**src/rtl/decoder_rr_arbiter_if.sv**
```systemverilog
// Request/grant bundle between the requester logic and the shared 2-to-4 decoder arbiter.
// The arbiter side uses the slave modport; the requester side drives through master.
interface decoder_rr_arbiter_if;
    logic       enable;
    logic [3:0] req;
    logic [3:0] sel_n;
    logic [1:0] grant_idx;
    logic       dec_en_n;
    logic       busy;
    logic       timeout;

    modport master (
        output enable,
        output req,
        input  sel_n,
        input  grant_idx,
        input  dec_en_n,
        input  busy,
        input  timeout
    );

    modport slave (
        input  enable,
        input  req,
        output sel_n,
        output grant_idx,
        output dec_en_n,
        output busy,
        output timeout
    );
endinterface

```
**src/rtl/decoder_rr_arbiter.sv**
```systemverilog
// Round-robin arbiter sharing one active-low 2-to-4 decoder among four requesters,
// with a hold-time limit under contention and one dead cycle between grants.
module decoder_rr_arbiter #(
    parameter int MAX_HOLD = 8,
    parameter int CNT_W    = 8
) (
    input  logic                 clk,
    input  logic                 rst_n,
    decoder_rr_arbiter_if.slave  bus
);

    typedef enum logic [1:0] {IDLE, GRANT, GAP} state_t;

    state_t           state_reg, state_next;
    logic [1:0]       grant_idx_reg, grant_idx_next;
    logic [1:0]       last_reg, last_next;
    logic [CNT_W-1:0] hold_cnt_reg, hold_cnt_next;
    logic [3:0]       sel_n_reg;
    logic             dec_en_n_reg;
    logic             busy_reg;
    logic             timeout_reg, timeout_next;

    logic [3:0]       rot_req;
    logic [3:0]       grant_oh;
    logic [3:0]       next_oh;
    logic [1:0]       offset;
    logic [1:0]       winner;
    logic             any_req;
    logic             others_req;
    logic             at_limit;

    // rot_req[k] is the request of the requester k+1 places after the last grantee.
    genvar gi;
    generate
        for (gi = 0; gi < 4; gi++) begin : g_decode
            assign rot_req[gi]  = bus.req[2'(last_reg + 2'(gi) + 2'd1)];
            assign grant_oh[gi] = (grant_idx_reg == 2'(gi));
            assign next_oh[gi]  = (grant_idx_next == 2'(gi));
        end
    endgenerate

    always_comb begin
        offset = 2'd0;
        if (rot_req[0])      offset = 2'd0;
        else if (rot_req[1]) offset = 2'd1;
        else if (rot_req[2]) offset = 2'd2;
        else if (rot_req[3]) offset = 2'd3;
    end

    assign winner     = last_reg + offset + 2'd1;
    assign any_req    = |bus.req;
    assign others_req = |(bus.req & ~grant_oh);
    assign at_limit   = (hold_cnt_reg == CNT_W'(MAX_HOLD));

    always_comb begin
        state_next     = state_reg;
        grant_idx_next = grant_idx_reg;
        last_next      = last_reg;
        hold_cnt_next  = hold_cnt_reg;
        timeout_next   = 1'b0;
        case (state_reg)
            IDLE, GAP: begin
                if (bus.enable && any_req) begin
                    state_next     = GRANT;
                    grant_idx_next = winner;
                    hold_cnt_next  = CNT_W'(1);
                end else begin
                    state_next = IDLE;
                end
            end
            GRANT: begin
                if (!bus.enable || !bus.req[grant_idx_reg]) begin
                    state_next = GAP;
                    last_next  = grant_idx_reg;
                end else if (at_limit && others_req) begin
                    state_next   = GAP;
                    last_next    = grant_idx_reg;
                    timeout_next = 1'b1;
                end else if (!at_limit) begin
                    hold_cnt_next = hold_cnt_reg + CNT_W'(1);
                end
            end
            default: state_next = IDLE;
        endcase
    end

    // Outputs are registered from the next state so nothing is combinational from req/enable.
    always_ff @(posedge clk or negedge rst_n) begin
        if (!rst_n) begin
            state_reg     <= IDLE;
            grant_idx_reg <= 2'd0;
            last_reg      <= 2'd3;
            hold_cnt_reg  <= '0;
            sel_n_reg     <= 4'b1111;
            dec_en_n_reg  <= 1'b1;
            busy_reg      <= 1'b0;
            timeout_reg   <= 1'b0;
        end else begin
            state_reg     <= state_next;
            grant_idx_reg <= grant_idx_next;
            last_reg      <= last_next;
            hold_cnt_reg  <= hold_cnt_next;
            sel_n_reg     <= (state_next == GRANT) ? ~next_oh : 4'b1111;
            dec_en_n_reg  <= (state_next != GRANT);
            busy_reg      <= (state_next != IDLE);
            timeout_reg   <= timeout_next;
        end
    end

    assign bus.sel_n     = sel_n_reg;
    assign bus.grant_idx = grant_idx_reg;
    assign bus.dec_en_n  = dec_en_n_reg;
    assign bus.busy      = busy_reg;
    assign bus.timeout   = timeout_reg;

endmodule
```
**src/flat_wrapper.sv**
```systemverilog
// flat-port wrapper written by rule: the top's interface ports become plain ports
module decoder_rr_arbiter_flat 
#(
    parameter int MAX_HOLD = 8,
    parameter int CNT_W    = 8
)
  (clk, rst_n, bus_enable, bus_req, bus_sel_n, bus_grant_idx, bus_dec_en_n, bus_busy, bus_timeout);
  decoder_rr_arbiter_if bus_i ();
  input  logic clk;
  input  logic rst_n;
  input wire logic [$bits(bus_i.enable)-1:0] bus_enable;
  input wire logic [$bits(bus_i.req)-1:0] bus_req;
  output wire logic [$bits(bus_i.sel_n)-1:0] bus_sel_n;
  output wire logic [$bits(bus_i.grant_idx)-1:0] bus_grant_idx;
  output wire logic [$bits(bus_i.dec_en_n)-1:0] bus_dec_en_n;
  output wire logic [$bits(bus_i.busy)-1:0] bus_busy;
  output wire logic [$bits(bus_i.timeout)-1:0] bus_timeout;
  assign bus_i.enable = bus_enable;
  assign bus_i.req = bus_req;
  assign bus_sel_n = bus_i.sel_n;
  assign bus_grant_idx = bus_i.grant_idx;
  assign bus_dec_en_n = bus_i.dec_en_n;
  assign bus_busy = bus_i.busy;
  assign bus_timeout = bus_i.timeout;
  decoder_rr_arbiter #(.MAX_HOLD(MAX_HOLD), .CNT_W(CNT_W)) u_core (.clk(clk), .rst_n(rst_n), .bus(bus_i));
endmodule
```
**config.mk**
```make
export PLATFORM = sky130hd
export DESIGN_NAME = decoder_rr_arbiter_flat
export DESIGN_NICKNAME = d
export VERILOG_FILES = /design/src/rtl/decoder_rr_arbiter_if.sv /design/src/rtl/decoder_rr_arbiter.sv /design/src/flat_wrapper.sv
export SDC_FILE = /design/constraint.sdc
export NUM_CORES = 1
export LEC_CHECK = 0
export CORE_MARGIN = 2
export CORE_UTILIZATION = 40
export DETAILED_ROUTE_END_ITERATION = 8
export PLACE_DENSITY_LB_ADDON = 0.05
export SLEW_MARGIN = 30
export SYNTH_ARGS = -nofsm -noshare
export SYNTH_HDL_FRONTEND = slang
export SYNTH_SLANG_ARGS = --single-unit
```
**constraint.sdc**
```tcl
create_clock -name clk -period 3 [get_ports clk]
set_clock_uncertainty 0.15 [all_clocks]
set_input_delay 0.6 -clock clk [delete_from_list [all_inputs] [get_ports clk]]
set_output_delay 0.6 -clock clk [all_outputs]
set_load 0.02 [all_outputs]
```
==> flow_summary.toml <==
[run_status]
outcome = "complete, no violations"

[logic_synthesis]
synthDistinctLibCells = 46
synth_warnings = 0
synth_fp_nets = 130
synth_area_leader_cell = "dfrtp_1"
synth_area_um2 = 1269
synth_area_leaders = "dfrtp_1 (28%), dfstp_2 (14%), xor2_1 (4.8%)"
synth_cells = 120
synth.top_cell.area_share_pct = 27.61
ys_seq_area_share_pct = 42.11
ys_ff_latch = 21
syn_avg_cell_area_um2 = 10.57

[timing]
hold_viol = 0
fin_crit_ns = 2.647
rsz0062_at_grt = "no"
slew_violations = 0
max_freq_ghz = 0.3777
slew_headroom_pct = 69.49
setup_viol = 0
worst_pin_slew_ns = 0.4534
fin_tns_setup_ns = 0
post-route-period-util_pct = 88.25

[final_layout]
diodes = 0
fin_cells = 186
drive_gt1_share_pct = 23.94
area_delta_synth_final_pct = 19.82
largest_register_ffs = 8
nets = 153
final_util_pct = 50.21
final_cell_mix = "clkdlybuf4s50_1 (14), dfrtp_1 (14), nand2_1 (9), buf_4 (8)"

[floorplan]
die-height_um = 60.32
coreArea_um2 = 3028
dieArea_um2 = 3639
placementRows = 20
fp.dieW_um = 60.32
start_util_pct = 41.90
pin_count = 16

[clock_network]
clk_pin_slew_ns = 0.12
clk_latency_ns = 0.30
cts_setup_buffers = 0
root_buffer = "clkbuf_4"
cts_hold_buf = 0
cts_buffers = 3
clk_path_buf_depth = 2
cts_tree = "built"
cts.htree.levels = 1
cts-resized-gates = 0
cts.sinks = 21

[worst_setup_path]
startpoint_type = "input port"
critical_path_arrival_ns = 2.74
crit_fanout = 6
crit_slowest_cell = "clkdlybuf4s50_1"
cpMostUsedCell = "o21ai_0"
crit_path_end_kind = "flip-flop"
critPathMaxStageDelay_ns = 0.48
critPathRequiredTime_ns = 3.09
crit_type = "in -> reg"
cp_cell_sequence = "clkdlybuf4s50_1, buf_4, nor2b_1, a21oi_1, o21ai_0, o21ai_0, ha_1, xor2_1, and4_1, o31ai_4, nand2b_1"

[power]
combPwrFrac_pct = 45.0
power.density_nw_per_um2 = 709.6
switching_share_pct = 38.59
finalPower_w = 0.001079
intPower_w = 0.0006624
ir_drop_mv = 0.5020
power.leakage_nw = 0.6374
seqPwrFrac_pct = 42.4
switchingPower_w = 0.0004163
clkPwrFrac_pct = 12.6

[grt]
grt_pass1_wl_um = 4305
grt_max_degree = 20
grt_antenna_before_repair = 0
grt_pass1_vias = 973
grt_usage_pct = 15.67
grt-ovfl-total = 0

[detailed_routing]
dr_total_vias = 955
drc = 0
initialDrtViolationCount = 50
dr.pass1.iters = 4
antenna_left = 0
via_per_inst = 5.134
routedWlPerCell_um = 13.50
totalWireLength_um = 2511

[placed_design]
io_buffers = 15
placedCellCount = 182
place.gp.congestion = 0.8016
post-dp-hpwl_um = 1910

[flow_run]
maxCapViolCount = 0

[worst_hold_path]
min_path_type = "in -> async"
[stage by stage]
step                worst slack (ns)  hold WS, ns  cell area [µm²]
floorplan                     0.6690       0.1544             1269
global placement             0.08784       0.3720             1499
detailed placement           0.08739       0.3763             1499
CTS                           0.3843       0.3932             1525
global route                  0.1568      0.07993             1520
finish                        0.3526      0.06345             1520
[power by group through the flow]
| stage | clock (W) | sequential (W) | combinational (W) |
|---|---|---|---|
| global route | 0.000155 | 0.000470 | 0.000536 |
| detailed placement | 0 | 0.000463 | 0.000487 |
| CTS | 0.000143 | 0.000457 | 0.000491 |
| global placement | 0 | 0.000461 | 0.000483 |
| floorplan | 0 | 0.000479 | 0.000312 |
| finish | 0.000136 | 0.000457 | 0.000485 |
[metal layers]
metal,track usage [%],vias to the layer above,wire [µm],share of wire [%]
li1,-,466,-,-
met2,28.11,15,1292,51
met5,0,-,0,0
met4,3.175,0,31,1.2
met3,4.545,4,98,3.9
met1,18.56,470,1089,43
[path summary, 6_finish.rpt]
check                                        from                      to  slack (ns)  depth (start not counted)
setup / recovery                       bus_req[0]     u_core.bus.sel_n[0]        0.35                         11
hold / removal                              rst_n  u_core.hold_cnt_reg[1]        0.06                          1
setup reg to reg               u_core.last_reg[1]     u_core.bus.sel_n[0]        0.73                          9
hold reg to reg            u_core.hold_cnt_reg[0]  u_core.hold_cnt_reg[0]        0.39                          1
max in group asynchronous                   rst_n     u_core.bus.sel_n[2]        2.13                          2
min in group clk           u_core.hold_cnt_reg[0]  u_core.hold_cnt_reg[0]        0.39                          1
[cell usage after synthesis, drive strengths merged]
library cell / count
mux2i: 1
o221ai: 1
o31ai: 3
xor2: 7
and4: 1
dfrtp: 14
nand4: 2
a21oi: 5
nor4: 1
dfstp: 7
or3: 1
a22o: 1
a31oi: 2
nor2: 8
and2: 3
mux4: 1
inv: 7
nand2b: 3
and3b: 2
nor2b: 6
nor3: 3
mux2: 2
nand3b: 1
nand2: 9
o21ai: 5
ha: 3
or4: 2
buf: 3
clkbuf: 2
nand4bb: 1
or4b: 2
nand3: 4
and3: 3
nor3b: 2
o311ai: 1
and2b: 1
[worst max-delay path, delay by kind of cell]
family,cells,cell delay [ns]
and+or+nand+nor,3,0.52
AOI/OAI and AO/OA,4,0.60
xor gates and xnor gates,1,0.15
adders and majority gates,1,0.21
buffers and inverters,2,0.67
[area by class of cell]
class	instances	area (µm²)
Fill cell	301	1508
Sequential cell	21	534.3
Tap cell	44	55.05
Inverter	7	26.28
Timing Repair Buffer	23	205.2
Clock buffer	4	26.28
Multi-Input combinational cell	87	673.1
[logic make-up (layout without fill, tap and decap cells)]
family	Yosys count	after routing	synth area share, %
xor+xnor	7	7	4.832
buf+inv	12	34	4.832
fa+ha+maj	3	3	2.959
compound gates	18	18	13.91
mux	4	4	4.339
flops	21	21	42.11
simple gates	55	55	27.02
Note: power is estimated with default switching activity, not from simulation.
